`src/rtl/rot_share_arb_2ch_pkg.sv`:
```
// rtl/rot_share_arb_2ch_pkg.sv - shared constants for the two-channel rotate arbiter
package rot_share_arb_2ch_pkg;

   localparam int DATA_W = 32;
   localparam int AMT_W  = 5;

   localparam logic DIR_RIGHT = 1'b0;
   localparam logic DIR_LEFT  = 1'b1;

   localparam logic SRC_CH0 = 1'b0;
   localparam logic SRC_CH1 = 1'b1;

endpackage

```
`src/rtl/rot_share_arb_2ch_rotr.sv`:
```
// rtl/rot_share_arb_2ch_rotr.sv - combinational 32-bit right rotate, 5-stage log shifter
module rot_share_arb_2ch_rotr
   import rot_share_arb_2ch_pkg::*;
(
   input  logic [DATA_W-1:0] a,
   input  logic [AMT_W-1:0]  amt,
   output logic [DATA_W-1:0] y
);

   logic [DATA_W-1:0] s1, s2, s3, s4;

   // Each stage rotates right by 2^k when amount bit k is set: y[i] = a[(i+amt) mod 32]
   always_comb begin
      s1 = amt[0] ? {a[0],      a[31:1]}   : a;
      s2 = amt[1] ? {s1[1:0],   s1[31:2]}  : s1;
      s3 = amt[2] ? {s2[3:0],   s2[31:4]}  : s2;
      s4 = amt[3] ? {s3[7:0],   s3[31:8]}  : s3;
      y  = amt[4] ? {s4[15:0],  s4[31:16]} : s4;
   end

endmodule

```
`src/rtl/rot_share_arb_2ch_rr_arb_2.sv`:
```
// rtl/rot_share_arb_2ch_rr_arb_2.sv - two-way round-robin arbiter with priority pointer
module rr_arb_2
   import rot_share_arb_2ch_pkg::*;
(
   input  logic       clk,
   input  logic       reset,
   input  logic [1:0] req,
   input  logic       free,
   output logic [1:0] gnt,
   output logic       winner
);

   logic ptr_q, ptr_d;

   // Winner select: a lone requester wins, contention goes to the pointer; grant only when free
   always_comb begin
      winner = SRC_CH0;
      case (req)
         2'b01:   winner = SRC_CH0;
         2'b10:   winner = SRC_CH1;
         2'b11:   winner = ptr_q;
         default: winner = SRC_CH0;
      endcase
      gnt    = 2'b00;
      gnt[0] = free & req[0] & (winner == SRC_CH0);
      gnt[1] = free & req[1] & (winner == SRC_CH1);
      ptr_d  = ptr_q;
      if (|gnt) begin
         ptr_d = ~winner;
      end
   end

   // Pointer register: favours channel 0 out of reset
   always_ff @(posedge clk) begin
      if (reset) begin
         ptr_q <= SRC_CH0;
      end else begin
         ptr_q <= ptr_d;
      end
   end

endmodule

```
`src/rtl/rot_share_arb_2ch.sv`:
```
// rtl/rot_share_arb_2ch.sv - two channels sharing one right-rotate datapath with registered output
module rot_share_arb_2ch
   import rot_share_arb_2ch_pkg::*;
#(
   parameter int CNT_W = 16
)(
   input  logic              clk,
   input  logic              reset,
   input  logic              req0_valid,
   output logic              req0_ready,
   input  logic [DATA_W-1:0] req0_a,
   input  logic [AMT_W-1:0]  req0_amt,
   input  logic              req0_left,
   input  logic              req1_valid,
   output logic              req1_ready,
   input  logic [DATA_W-1:0] req1_a,
   input  logic [AMT_W-1:0]  req1_amt,
   input  logic              req1_left,
   output logic              out_valid,
   input  logic              out_ready,
   output logic [DATA_W-1:0] out_y,
   output logic              out_src,
   output logic [CNT_W-1:0]  gnt_cnt0,
   output logic [CNT_W-1:0]  gnt_cnt1
);

   typedef enum logic {ST_EMPTY = 1'b0, ST_FULL = 1'b1} state_e;

   state_e            state_q, state_d;
   logic [DATA_W-1:0] y_q;
   logic              src_q;
   logic [CNT_W-1:0]  cnt0_q, cnt1_q;

   logic              free;
   logic              accept;
   logic [1:0]        gnt;
   logic              winner;
   logic [DATA_W-1:0] sel_a;
   logic [AMT_W-1:0]  sel_amt;
   logic              sel_left;
   logic [AMT_W-1:0]  eff_amt;
   logic [DATA_W-1:0] rot_y;

   assign free = (state_q == ST_EMPTY) || out_ready;

   rr_arb_2 u_arb (
      .clk    (clk),
      .reset  (reset),
      .req    ({req1_valid, req0_valid}),
      .free   (free),
      .gnt    (gnt),
      .winner (winner)
   );

   assign req0_ready = gnt[0];
   assign req1_ready = gnt[1];
   assign accept     = |gnt;

   // Steer the winning operand into the shared datapath; left rotates become negated right amounts
   always_comb begin
      sel_a    = (winner == SRC_CH1) ? req1_a    : req0_a;
      sel_amt  = (winner == SRC_CH1) ? req1_amt  : req0_amt;
      sel_left = (winner == SRC_CH1) ? req1_left : req0_left;
      eff_amt  = (sel_left == DIR_LEFT) ? ('0 - sel_amt) : sel_amt;
   end

   rot_share_arb_2ch_rotr u_rotr (
      .a   (sel_a),
      .amt (eff_amt),
      .y   (rot_y)
   );

   // Output occupancy: EMPTY fills on a grant, FULL drains when consumed with nothing new
   always_comb begin
      state_d = state_q;
      case (state_q)
         ST_EMPTY: if (accept) state_d = ST_FULL;
         ST_FULL:  if (out_ready && !accept) state_d = ST_EMPTY;
         default:  state_d = ST_EMPTY;
      endcase
   end

   // State register
   always_ff @(posedge clk) begin
      if (reset) begin
         state_q <= ST_EMPTY;
      end else begin
         state_q <= state_d;
      end
   end

   // Result register loads only on an accepted request, so back-pressure holds it stable
   always_ff @(posedge clk) begin
      if (reset) begin
         y_q   <= '0;
         src_q <= SRC_CH0;
      end else if (accept) begin
         y_q   <= rot_y;
         src_q <= winner;
      end
   end

   // Per-channel grant counters that stick at all-ones
   always_ff @(posedge clk) begin
      if (reset) begin
         cnt0_q <= '0;
         cnt1_q <= '0;
      end else begin
         if (gnt[0] && (cnt0_q != '1)) cnt0_q <= cnt0_q + 1'b1;
         if (gnt[1] && (cnt1_q != '1)) cnt1_q <= cnt1_q + 1'b1;
      end
   end

   assign out_valid = (state_q == ST_FULL);
   assign out_y     = y_q;
   assign out_src   = src_q;
   assign gnt_cnt0  = cnt0_q;
   assign gnt_cnt1  = cnt1_q;

endmodule
```
`config.mk`:
```
export PLATFORM = sky130hd
export DESIGN_NAME = rot_share_arb_2ch
export DESIGN_NICKNAME = d
export VERILOG_FILES = /design/src/rtl/rot_share_arb_2ch_pkg.sv /design/src/rtl/rot_share_arb_2ch_rotr.sv /design/src/rtl/rot_share_arb_2ch_rr_arb_2.sv /design/src/rtl/rot_share_arb_2ch.sv
export SDC_FILE = /design/constraint.sdc
export NUM_CORES = 1
export LEC_CHECK = 0
export CORE_ASPECT_RATIO = 0.8
export CORE_UTILIZATION = 50
export CTS_CLUSTER_SIZE = 10
export DETAILED_ROUTE_END_ITERATION = 12
export DONT_BUFFER_PORTS = 1
export GPL_TIMING_DRIVEN = 0
export PLACE_DENSITY = 0.67
export SLEW_MARGIN = 20
export SYNTH_ARGS = -nofsm -noshare
export SYNTH_HDL_FRONTEND = slang
export SYNTH_SLANG_ARGS = --single-unit
```
`constraint.sdc`:
```
create_clock -name clk -period 2.3 [get_ports clk]
set_input_delay 0.23 -clock clk [delete_from_list [all_inputs] [get_ports clk]]
set_output_delay 0.23 -clock clk [all_outputs]
set_load 0.01 [all_outputs]
```
After elaboration in Yosys (flattened, before gate mapping)

Cells that the tools add are included.

Memory bits (writable): 0
Latch bits: 0
Output and inout port bits: 68
ROM bits: 0
Memories kept: 0
Word-level logic and storage cells: 38
Register bits after elaboration: 67

Muxes and demuxes: 13
$add $sub $neg: 3
Order comparisons: 0
$mul: 0
Bitwise gates (word level): 6
Div/mod/pow operators: 0
Equal/unequal tests: 4
Reduce and logical (&&, ||, !) cells: 6
Shift operators: 0

Operators with widths:

| operator                                                          | count |
|---|---|
| 32-bit two-way mux                                                | 6 |
| 16-bit by 1-bit adder with 16-bit output, second input constant   | 2 |
| 16-bit inequality test, second input constant                     | 2 |
| 5-bit two-way mux                                                 | 2 |
| 1-bit by 5-bit subtractor with 5-bit output, first input constant | 1 |
| 1-bit bitwise AND                                                 | 4 |
| 2-bit equality test, second input constant                        | 2 |
| 1-bit one-hot mux with 2 select lines                             | 2 |
| 1-bit logical AND                                                 | 3 |
| 1-bit two-way mux                                                 | 3 |
| 1-bit NOT                                                         | 2 |
| 2-bit OR reduction                                                | 1 |
| 1-bit zero test                                                   | 1 |
| 1-bit logical OR                                                  | 1 |

Logic depth before layout (Yosys ltp)

Gate-level depths: netlist of run 1.

Word-level depth: 10
Gate-level depth with buffers: 10
Mapped depth without buffers: 9

Modules after synthesis

Synthesis of run 1 repeated with hierarchy kept, for this count alone.

Cells, all modules: 545
Area total of the unflattened synthesis: 5450.2 um^2

Modules (own cells, without submodules):

| module                 | area each (um^2) | instances | cells an instance |
|---|---|---|---|
| rot_share_arb_2ch      | 3438.3           | 1         | 421 |
| rot_share_arb_2ch_rotr | 1949.4           | 1         | 116 |
| rr_arb_2               | 62.6             | 1         | 8 |

Worst setup path after synthesis of run 1

Ideal clock, no wire load.

Kind: register to register
Start: register u_arb.ptr_q
End: register y_q[11], in the netlist out_y[11]
Arrival: 1948 ps
Cell stages (with the launch flop): 8
Slack: 230 ps
Period minus slack after synthesis: 2070 ps
Required time: 2178 ps
Cells stage by stage: dfxtp_1 > nand2b_1 > nand2_1 > mux2i_4 > buf_2 > mux2i_1 > o22ai_1 > a221o_1

Cells in the longest elaborated chain, start to end: 9
Elaborated cells between the ends (all ways): 15
Classes of those cells: add/sub (1); mux (10); bitwise (3); reduce/logical (1)

RTL lines:

| what                                        | RTL line                         | text |
|---|---|---|
| start, declared                             | rot_share_arb_2ch_rr_arb_2.sv:13 | `logic ptr_q, ptr_d;` |
| start signal, assigned                      | rot_share_arb_2ch_rr_arb_2.sv:38 | `ptr_q <= ptr_d;` |
| 1-bit one-hot mux with 2 select lines *     | rot_share_arb_2ch_rr_arb_2.sv:18 | `case (req)` |
| 5-bit two-way mux                           | rot_share_arb_2ch.sv:62          | `sel_amt = (winner == SRC_CH1) ? req1_amt : req0_amt;` |
| 1-bit by 5-bit subtractor with 5-bit output | rot_share_arb_2ch.sv:64          | `eff_amt = (sel_left == DIR_LEFT) ? ('0 - sel_amt) : sel_amt;` |
| 5-bit two-way mux                           | rot_share_arb_2ch.sv:64          |  |
| 32-bit two-way mux                          | rot_share_arb_2ch_rotr.sv:14     | `s1 = amt[0] ? {a[0], a[31:1]} : a;` |
| 32-bit two-way mux                          | rot_share_arb_2ch_rotr.sv:15     | `s2 = amt[1] ? {s1[1:0], s1[31:2]} : s1;` |
| 32-bit two-way mux                          | rot_share_arb_2ch_rotr.sv:16     | `s3 = amt[2] ? {s2[3:0], s2[31:4]} : s2;` |
| 32-bit two-way mux                          | rot_share_arb_2ch_rotr.sv:17     | `s4 = amt[3] ? {s3[7:0], s3[31:8]} : s3;` |
| 32-bit two-way mux                          | rot_share_arb_2ch_rotr.sv:18     | `y = amt[4] ? {s4[15:0], s4[31:16]} : s4;` |
| end signal, assigned                        | rot_share_arb_2ch.sv:98          | `y_q <= rot_y;` |
| end, declared                               | rot_share_arb_2ch.sv:30          | `logic [DATA_W-1:0] y_q;` |

Every way passes the cells marked *; elsewhere a longest branch is shown, timed or not.
A chain may end at the register's enable or synchronous reset.

Worst setup path after layout of run 1

Start: register u_arb.ptr_q
End: register y_q[19], in the netlist out_y[19]

Same word-level chain as after synthesis.

==> results of run 1 <==
[flip-flops by register name, indices dropped and copies added, names as in the netlist]
register,flops
u_arb.ptr_q,1
out_y,32
out_valid,1
out_src,1
gnt_cnt1,16
gnt_cnt0,16
[what timing repair did]
action                     4_1_cts  5_1_grt
resized for setup               33       50
setup endpoints to repair       40       42
pin swaps                        4        5
setup buffers                    7        2
[final cells by class]
type,count,area share (%)
Multi-Input combinational cell,542,64.20
Sequential cell,67,21.12
Tap cell,140,2.750
Clock buffer,11,3.811
Timing Repair Buffer,9,1.454
Buffer,49,5.540
Clock inverter,5,0.8251
Inverter,5,0.2947
[through the flow]
stage | setup WS, ns | area (sq um) | TNS, ns | instances
after floorplan | 0.2304 | 5504 | 0 | 664
after CTS | 0.01084 | 6163 | 0 | 827
after detailed placement | -0.5497 | 5679 | -12.83 | 804
after global routing | -0.03950 | 6369 | -0.2587 | 828
final | -0.01010 | 6369 | -0.01010 | 828
after global placement | -0.5829 | 5679 | -12.77 | 804
[worst reg2reg max path, delay by kind of cell, from the launching register on]
kind | cells | cell delay, ns
buf+inv | 2 | 0.30
mux | 1 | 0.27
flops | 1 | 0.33
compound gates | 3 | 0.72
simple gates | 3 | 0.57
[final timing paths]
| path | endpoint | slack, ns | cells after the start |
|---|---|---|---|
| worst max register to register | out_y[19]$_SDFFE_PP0P_ | -0.01 | 9 |
| worst max-delay path | out_y[19]$_SDFFE_PP0P_ | -0.01 | 9 |
| worst min register to register | out_y[29]$_SDFFE_PP0P_ | 0.53 | 2 |
| worst min-delay path | u_arb.ptr_q$_SDFFE_PP0P_ | 0.11 | 2 |
[cell usage in the layout, fill, tap and decap left out, types with 6 or more instances in the layout]
cell,netlist,routed
sky130_fd_sc_hd__a211o_1,6,6
sky130_fd_sc_hd__or3_1,14,13
sky130_fd_sc_hd__buf_2,24,9
sky130_fd_sc_hd__mux2_2,35,35
sky130_fd_sc_hd__and2_1,8,7
sky130_fd_sc_hd__o211ai_1,25,25
sky130_fd_sc_hd__buf_6,5,10
sky130_fd_sc_hd__a22oi_1,16,15
sky130_fd_sc_hd__dfxtp_1,67,64
sky130_fd_sc_hd__clkbuf_1,11,9
sky130_fd_sc_hd__a221o_1,12,12
sky130_fd_sc_hd__mux2i_1,85,72
sky130_fd_sc_hd__o22ai_1,14,14
sky130_fd_sc_hd__buf_4,7,19
sky130_fd_sc_hd__xor2_1,18,18
sky130_fd_sc_hd__xnor2_1,7,7
sky130_fd_sc_hd__nand4_1,8,8
sky130_fd_sc_hd__nor3_1,16,12
sky130_fd_sc_hd__nor2_1,52,51
sky130_fd_sc_hd__o21ai_0,22,21
sky130_fd_sc_hd__mux2i_2,0,11
sky130_fd_sc_hd__nand3_1,41,39
sky130_fd_sc_hd__clkbuf_16,0,9
sky130_fd_sc_hd__nand2_1,54,53
sky130_fd_sc_hd__a21oi_1,26,26
[cell families after synthesis]
group	after synthesis	share of synthesized area [%]
compound gates	165	21.62
xor+xnor	25	3.978
fa+ha+maj	2	0.4546
buf+inv	55	5.456
flops	67	24.37
mux	125	24.26
simple gates	225	19.87
[power groups by stage]
stage / combinational, uW / sequential [uW] / clock, uW
after global routing: 1560 / 1480 / 1440
final: 1470 / 1460 / 1370
after detailed placement: 1240 / 1490 / 0
after floorplan: 946 / 1440 / 0
after CTS: 1330 / 1460 / 1370
after global placement: 1230 / 1480 / 0
[routing by layer]
| metal | global-route usage [%] | share of wire, % | vias to the layer above |
|---|---|---|---|
| li1 | - | - | 2552 |
| met1 | 45.26 | 45 | 2701 |
| met2 | 50.44 | 43 | 298 |
| met3 | 13.21 | 11 | 33 |
| met4 | 7.292 | 1.4 | 0 |
| met5 | 0 | 0 | - |
==> reports/qor.csv, run 1 <==
metric,value,unit
status,"complete, but fails checks",
failed_checks,setup timing,
crit_path_top_delay_cell,sky130_fd_sc_hd__dfxtp_2,
global_route_wire_length_before_repair,29130,um
least_margin_pin_slew,0.6460,ns
flow.area_growth_from_synthesis,15.71,%
synth-edff-count,0,
worst_clock_skew,0.004620,ns
cts_hold_buf,0,
synth_largest_area_cell,sky130_fd_sc_hd__dfxtp_1,
clock.fmax,0.4329,GHz
final_cycle_share,100.4,%
synthMostInstantiatedCell,sky130_fd_sc_hd__mux2i_1,
synth.yosys.seq_area_share,24.37,%
die-area,0.01143,sq mm
post-layout-total-power,4297,uW
groute.usage.overall,33.60,%
initial_utilization,52.48,%
global_route.overflow_total,0,
synth_top_flop_cell,sky130_fd_sc_hd__dfxtp_1,
p_per_area,674.7,mW/mm^2
clock_latency_on_the_worst_skew_pair,0.34,ns
grt_max_degree,12,
core-area,0.01049,sq mm
syn-instance-count,664,
layout.core_utilization,60.73,%
report.final.slew_viol_count,0,
worst_path_most_repeated_cell,sky130_fd_sc_hd__buf_8,
chipHeight,95.84,um
finalHoldViolations,0,
layout.filler_cells,912,
hold_slack,0.1068,ns
crit_arrival,2.53,ns
design.final.nets,766,
wire_per_inst,23.37,um
r2r_start,u_arb.ptr_q$_SDFFE_PP0P_,
cell_family_contributing_the_most_delay_on_the_critical_path,compound AO/OA/AOI/OAI gates,
placementRows,33,
antenna_cells_inserted,0,
cap_violations,0,
finalSetupViolations,1,
worstPathBufferInverterCount,2,
drt_pass_1_iters,6,
critPathKind,flop to flop,
synth_top_cell_area_share,24.37,%
clock_power_share,31.8,%
numPortBuffers,0,
clk_pin_slew,0.05,ns
antenna_left,0,
die_width,119.3,um
min-delay-start,req0_valid,
critical_path.cell_chain,"and2b_4, nor2_4, buf_8, buf_8, a32oi_1, nand3_2, mux2i_2, o22ai_1, a221o_1",
clk_path_buf_depth,2,
switching_share,35.54,%
routed-via-count,5584,
drc,0,
grt_pass1_vias,5262,
postLayoutSetupSlackWorst,-0.01010,ns
required,2.52,ns
htree_levels,3,
drive_above_1_share,22.82,%
path_max_fanout,10,
critPathMaxStageDelay,0.33,ns
grt_setup_unrepaired,yes,
multi_input_area,0.004089,sq mm
clock_sinks,67,
drt_first_iter_violations,671,
cp-startpoint,u_arb.ptr_q$_SDFFE_PP0P_,
synth_async_sr_flop_share,0,%
p_switching,1527,uW
clock-root-buffer,sky130_fd_sc_hd__clkbuf_16,
gp_routability_congestion,0.9721,
ys_top_cells_by_area,"sky130_fd_sc_hd__dfxtp_1 24%, sky130_fd_sc_hd__mux2i_1 15%, sky130_fd_sc_hd__mux2_2 7.2%",
synth_warn,0,
yosys.cell_types.count,62,
crit_path_start_kind,flop,
finalWorstPathRequiredPeriod,2.310,ns
mappedNetlistArea,0.005504,sq mm
internal-power,2770,uW
antenna_violations_before_repair,0,
max-vdd-ir-drop,0.3963,mV
postSynthNetCount,747,
area.sequential,0.001345,sq mm
worstSetupEndpointType,flop,
numCtsBuffers,9,
pwr-share-seq,34.0,%
total_leakage_power,0.002385,uW
io_pins,149,
slew_headroom,56.54,%
place.detailed.hpwl,15050,um
totalWireLength,19350,um
min_path_type,primary input to flop,
power.combinational.fraction,34.1,%
synth_area_per_cell,8.289,sq um
most_instantiated_cells_after_synthesis,"85 x sky130_fd_sc_hd__mux2i_1, 67 x sky130_fd_sc_hd__dfxtp_1, 54 x sky130_fd_sc_hd__nand2_1, 52 x sky130_fd_sc_hd__nor2_1, 41 x sky130_fd_sc_hd__nand3_1",
vias_per_cell,6.744,
tritoncts_clock_tree,done,
ys_ff_latch,67,
Power figures use the tool's default switching activity.
==> run 2: changes to the inputs <==
clock period = 2.5 ns   (was 2.3 ns; I/O delays follow)
==> run 2 against run 1 <==
Compared with the run above: the flow now finishes without violations; count of clock-buffer cells in the layout stayed put; worst setup slack better by 0.088 ns; register-to-register slack better by 0.09 ns; non-clock buffer count stayed put; cell count stayed put; wire length is 0.75% lower; die area stayed put; worst hold slack better by 0.027 ns; clock skew hardly changed; critical endpoint is now out_y[16]$_SDFFE_PP0P_; largest power group is now sequential cells.
==> reports/qor.csv, run 2 (synthesized netlist as in run 1, its figures left out) <==
metric,value,unit,change
status,finished clean,,
layout.filler_cells,939,,+3.0%
drive_above_1_share,19.33,%,-3.5 points
cap_violations,0,,unchanged
initial_utilization,52.48,%,unchanged
core-area,0.01049,sq mm,unchanged
clock-root-buffer,sky130_fd_sc_hd__clkbuf_16,,
drt_pass_1_iters,5,,-1
vias_per_cell,6.667,,-1.1%
gp_routability_congestion,0.9721,,unchanged
mostFrequentLayoutCell,sky130_fd_sc_hd__mux2i_1,,
routed-via-count,5520,,-1.1%
place.detailed.hpwl,15050,um,unchanged
antenna_violations_before_repair,0,,unchanged
layout.core_utilization,59.25,%,-1.5 points
placementRows,33,,unchanged
global_route_wire_length_before_repair,28900,um,-0.80%
clock_sinks,67,,unchanged
die-area,0.01143,sq mm,unchanged
placed_cells_incl_taps,804,,unchanged
worst_clock_skew,0.004344,ns,-0.0002755 ns
flow.area_growth_from_synthesis,12.89,%,
totalWireLength,19200,um,-0.75%
setup-tns-final,0,ns,+0.01010 ns
fin_area,0.006213,sq mm,-2.4%
htree_levels,3,,unchanged
drc,0,,unchanged
antenna_cells_inserted,0,,unchanged
total_leakage_power,0.002350,uW,-1.5%
critPathKind,flop to flop,,
design.final.nets,766,,unchanged
max-vdd-ir-drop,0.3610,mV,-8.9%
worstSetupEndpointType,flop,,
clock.fmax,0.4129,GHz,-4.6%
area.sequential,0.001341,sq mm,-0.28%
p_per_area,625.3,mW/mm^2,-7.3%
grt_pass1_vias,5223,,-0.74%
die_width,119.3,um,unchanged
global_route.overflow_total,0,,unchanged
required,2.71,ns,+0.19 ns
numPortBuffers,0,,unchanged
dpl-instance-area,0.005679,sq mm,unchanged
largest_register_ffs,32,,unchanged
finalWorstPathRequiredPeriod,2.422,ns,+0.1118 ns
path_max_fanout,10,,unchanged
finalHoldViolations,0,,unchanged
drt_first_iter_violations,548,,-18%
numCtsBuffers,9,,unchanged
grt_max_degree,12,,unchanged
min_path_type,primary input to flop,,
slew_headroom,55.04,%,-1.5 points
mostFrequentLayoutCells,"78 x sky130_fd_sc_hd__mux2i_1, 67 x sky130_fd_sc_hd__dfxtp_1, 53 x sky130_fd_sc_hd__nand2_1",,
finalSetupViolations,0,,-1
groute.usage.overall,33.26,%,-0.35 points
least_margin_pin_slew,0.6682,ns,+0.02221 ns
wire_per_inst,23.19,um,-0.75%
final_cycle_share,96.88,%,-3.6 points
clk_pin_slew,0.05,ns,about the same
chipHeight,95.84,um,unchanged
io_pins,149,,unchanged
clock_latency_on_the_worst_skew_pair,0.33,ns,about the same
clk_path_buf_depth,2,,unchanged
multi_input_area,0.003980,sq mm,-2.7%
crit_arrival,2.64,ns,+0.11 ns
crit_path_start_kind,flop,,
antenna_left,0,,unchanged
cts_hold_buf,0,,unchanged
layoutNonFillerInstCount,828,,unchanged
tritoncts_clock_tree,done,,
report.final.slew_viol_count,0,,unchanged
run 2: layout make-up:
| type | instances | area share (%) |
|---|---|---|
| flip-flops and latches | 67 | 21.59 |
| clock inverters | 5 | 0.8458 |
| multi-input cells | 542 | 64.06 |
| plain buffers | 50 | 5.115 |
| clock buffers | 11 | 3.907 |
| repair buffers | 8 | 1.369 |
| inverters | 5 | 0.3021 |
| well taps | 140 | 2.819 |
run 2: power breakdown:
group          internal, uW  switching (uW)
logic                   525             757
registers              1190             156
clock network           793             466
total                  2510            1380
run 2: critical path, stage by stage (launching register included):
cell and delay [ns]:
sky130_fd_sc_hd__dfxtp_1 0.32, sky130_fd_sc_hd__nand2b_1 0.20, sky130_fd_sc_hd__nand2_2 0.22, sky130_fd_sc_hd__mux2i_4 0.41
sky130_fd_sc_hd__clkbuf_4 0.33, sky130_fd_sc_hd__mux2i_1 0.40, sky130_fd_sc_hd__o22ai_1 0.13, sky130_fd_sc_hd__a221o_1 0.29
run 2: repair_timing:
item | 4_1_cts | 5_1_grt
buffers inserted | 1 | 7
gates resized for setup | 8 | 34
pin swaps | 1 | 4
endpoints found under the setup margin | 28 | 40
hold endpoints to repair | 0 | 0
run 2: final timing paths:
kind / start / to / slack [ns] / cells after the start
max reg2reg: u_arb.ptr_q$_SDFFE_PP0P_ / out_y[16]$_SDFFE_PP0P_ / 0.08 / 7
min: req0_valid / out_valid$_SDFF_PP0_ / 0.13 / 2
min reg2reg: out_y[29]$_SDFFE_PP0P_ / out_y[29]$_SDFFE_PP0P_ / 0.53 / 2
max: u_arb.ptr_q$_SDFFE_PP0P_ / out_y[16]$_SDFFE_PP0P_ / 0.08 / 7
run 2: through the flow:
step / hold slack, ns / setup slack (ns) / power [uW]
after floorplan: 0.4388 / 0.4304 / 2195
after global placement: 0.4638 / -0.4029 / 2495
after detailed placement: 0.4649 / -0.3697 / 2506
after CTS: 0.1267 / 0.02056 / 3765
after global routing: 0.1494 / -0.006892 / 4051
final: 0.1341 / 0.07812 / 3885
run 2: per-layer routing:
layer | track usage, % | vias to the layer above | part of all wire [%] | wire (um)
met5 | 0 | - | 0 | 0
met4 | 7.708 | 0 | 1.2 | 231
met3 | 13.21 | 30 | 11 | 2188
met2 | 49.27 | 293 | 42 | 8115
met1 | 45.01 | 2650 | 45 | 8669
li1 | - | 2547 | - | -
==> run 3: changes to the inputs <==
CORE_UTILIZATION = 37   (was 50)
PLACE_DENSITY = 0.53   (was 0.67)
==> run 3 against run 2 <==
Compared with the run above: die area is 34% higher; worst hold slack better by 0.0015 ns; worst setup slack worse by 0.021 ns; sequential cell count stayed put; clock power is 16% higher; non-clock buffer count is 4 lower; the flow now finishes with violations (DRC); register-to-register slack worse by 0.02 ns; global-route usage is 7.6 points lower; maximum frequency is 0.86% lower; total power is 5.6% higher.
==> reports/qor.csv, run 3 (synthesized netlist as in run 1, its figures left out) <==
metric,value,unit,change
clock_sinks,67,,unchanged
grt_max_degree,12,,unchanged
tritoncts_clock_tree,done,,
switching_share,33.70,%,-1.8 points
rrSetupSlack,0.06,ns,-0.02 ns
placementRows,39,,+18%
failed_checks,DRC,,
flow.area_growth_from_synthesis,14.64,%,
numPortBuffers,0,,unchanged
crit_path_start_kind,flop,,
antenna_violations_before_repair,0,,unchanged
r2r_cells,9,,+2
pwr-share-seq,32.8,%,-1.8 points
die-area,0.01537,sq mm,+34%
p_per_area,650.2,mW/mm^2,+4.0%
r2r_start,u_arb.ptr_q$_SDFFE_PP0P_,,
setup-tns-final,0,ns,unchanged
place.detailed.hpwl,15620,um,+3.8%
required,2.71,ns,about the same
finalSetupViolations,0,,unchanged
p_switching,1383,uW,+0.28%
critical_path.cell_chain,"and2b_2, nor2_2, buf_6, buf_6, nor2_1, a211o_1, mux2i_2, mux2i_1, a221o_1",,
initial_utilization,38.24,%,-14 points
antenna_left,0,,unchanged
largest_register_ffs,32,,unchanged
drc,12,,+12
antenna_cells_inserted,0,,unchanged
groute.usage.overall,25.68,%,-7.6 points
drive_above_1_share,19.59,%,+0.26 points
clock-root-buffer,sky130_fd_sc_hd__clkbuf_16,,
global_route.overflow_total,0,,unchanged
gp_routability_congestion,0.9387,,-3.4%
least_margin_pin_slew,0.6556,ns,-0.01256 ns
design.final.nets,762,,-0.52%
totalWireLength,19740,um,+2.8%
status,"complete, but fails checks",,
slew_headroom,56.29,%,+1.2 points
internal-power,2720,uW,+8.5%
wire_per_inst,22.74,um,-2.0%
core-area,0.01440,sq mm,+37%
total_leakage_power,0.002345,uW,-0.21%
mostFrequentLayoutCells,"74 x sky130_fd_sc_hd__mux2i_1, 67 x sky130_fd_sc_hd__dfxtp_1, 53 x sky130_fd_sc_hd__nand2_1",,
clock_power_share,35.6,%,+3.2 points
drt_first_iter_violations,552,,+0.73%
drt_pass_1_iters,9,,+4
path_max_fanout,10,,unchanged
vias_per_cell,6.325,,-5.1%
numCtsBuffers,9,,unchanged
io_pins,149,,unchanged
max-vdd-ir-drop,0.3722,mV,+3.1%
crit_arrival,2.65,ns,about the same
min_delay_path_depth,2,,unchanged
final_cycle_share,97.72,%,+0.84 points
critPathMaxStageDelay,0.36,ns,-0.05 ns
crit_path_top_delay_cell,sky130_fd_sc_hd__dfxtp_1,,
r2r-end,out_y[19]$_SDFFE_PP0P_,,
worst_path_most_repeated_cell,sky130_fd_sc_hd__buf_6,,
finalWorstPathRequiredPeriod,2.443,ns,+0.02108 ns
worstSetupEndpointType,flop,,
clock.fmax,0.4093,GHz,-0.86%
chipHeight,111.1,um,+16%
worst_clock_skew,0.007150,ns,+0.002806 ns
clock_latency_on_the_worst_skew_pair,0.32,ns,about the same
grt_pass1_vias,5578,,+6.8%
min-delay-start,req0_valid,,
clk_path_buf_depth,2,,unchanged
critPathKind,flop to flop,,
grt_setup_unrepaired,yes,,
min_path_type,primary input to flop,,
mostFrequentLayoutCell,sky130_fd_sc_hd__mux2i_1,,
die_width,138.4,um,+16%
whs_endpoint,u_arb.ptr_q$_SDFFE_PP0P_,,
finalHoldViolations,0,,unchanged
routed-via-count,5490,,-0.54%
global_route_wire_length_before_repair,31080,um,+7.6%
hold_slack,0.1356,ns,+0.001524 ns
clk_pin_slew,0.05,ns,about the same
power.combinational.fraction,31.6,%,-1.4 points
htree_levels,3,,unchanged
report.final.slew_viol_count,0,,unchanged
cap_violations,0,,unchanged
## run 3: cell count changes in the layout (fill, tap and decap cells not counted), sizes merged
cell and delta:
buf -3, bufinv +2, clkinv -3
## run 3: area by class of cell
| cell class | instances | area [sq um] |
|---|---|---|
| multi-input combinational | 542 | 4008 |
| inverter | 5 | 18.77 |
| fill | 1427 | 8085 |
| clock buffer | 12 | 246.5 |
| clock inverter | 4 | 97.59 |
| timing repair buffer | 4 | 42.54 |
| buffer | 50 | 325.3 |
| sequential | 67 | 1341 |
| tap | 184 | 230.2 |
## run 3: what timing repair did
action | CTS | global route
setup buffers | 2 | 2
hold buffers | 0 | 0
endpoints found under the setup margin | 30 | 40
pin swaps | 2 | 4
resized for setup | 16 | 35
## run 3: worst max-delay path by stage
| stage | start | end | slack, ns | depth (start not counted) |
|---|---|---|---|---|
| 6_report | u_arb.ptr_q$_SDFFE_PP0P_ | out_y[19]$_SDFFE_PP0P_ | 0.06 | 9 |
| 5_1_grt | u_arb.ptr_q$_SDFFE_PP0P_ | out_y[22]$_SDFFE_PP0P_ | -0.05 | 9 |
| 4_1_cts | u_arb.ptr_q$_SDFFE_PP0P_ | gnt_cnt1[15]$_SDFFE_PP0P_ | 0.001 | 10 |
| 3_5_place_dp | req0_amt[0] | out_y[26]$_SDFFE_PP0P_ | -0.44 | 10 |
| 3_3_place_gp | req0_amt[0] | out_y[26]$_SDFFE_PP0P_ | -0.46 | 10 |
| 2_1_floorplan | u_arb.ptr_q$_SDFFE_PP0P_ | out_y[11]$_SDFFE_PP0P_ | 0.43 | 7 |
## run 3: power by group through the flow
stage          clock network [uW]  logic (uW)  registers, uW
6_report                     1460        1300           1350
5_1_grt                      1530        1390           1360
4_1_cts                      1480        1200           1350
3_5_place_dp                    0        1160           1370
3_3_place_gp                    0        1150           1370
2_1_floorplan                   0         870           1320
## run 3: metal layers
layer | up-vias | GRT usage [%] | wire (um) | share of wire, %
li1 | 2540 | - | - | -
met1 | 2676 | 35.51 | 9122 | 46
met2 | 242 | 38.98 | 8545 | 43
met3 | 32 | 7.646 | 1808 | 9.2
met4 | 0 | 5.543 | 263 | 1.3
met5 | - | 0 | 0 | 0
## run 3: stage by stage
stage | utilization, % | power, uW | setup WS, ns | cells | instance area, sq um
global route | 43.83 | 4281 | -0.04524 | 868 | 6310
finish | 43.83 | 4102 | 0.05704 | 868 | 6310
CTS | 42.76 | 4029 | 0.001487 | 866 | 6156
floorplan | - | 2195 | 0.4304 | 664 | 5504
detailed placement | 39.83 | 2528 | -0.4403 | 848 | 5734
global placement | 39.83 | 2521 | -0.4597 | 848 | 5734
## run 3: critical path: cells and delay by family, from the launching register on
kind / cells / cell delay (ns)
buffers and inverters: 2 / 0.36
multiplexers: 2 / 0.37
AND/OR/NAND/NOR: 3 / 0.56
flip-flops: 1 / 0.36
AO/OA/AOI/OAI: 2 / 0.67
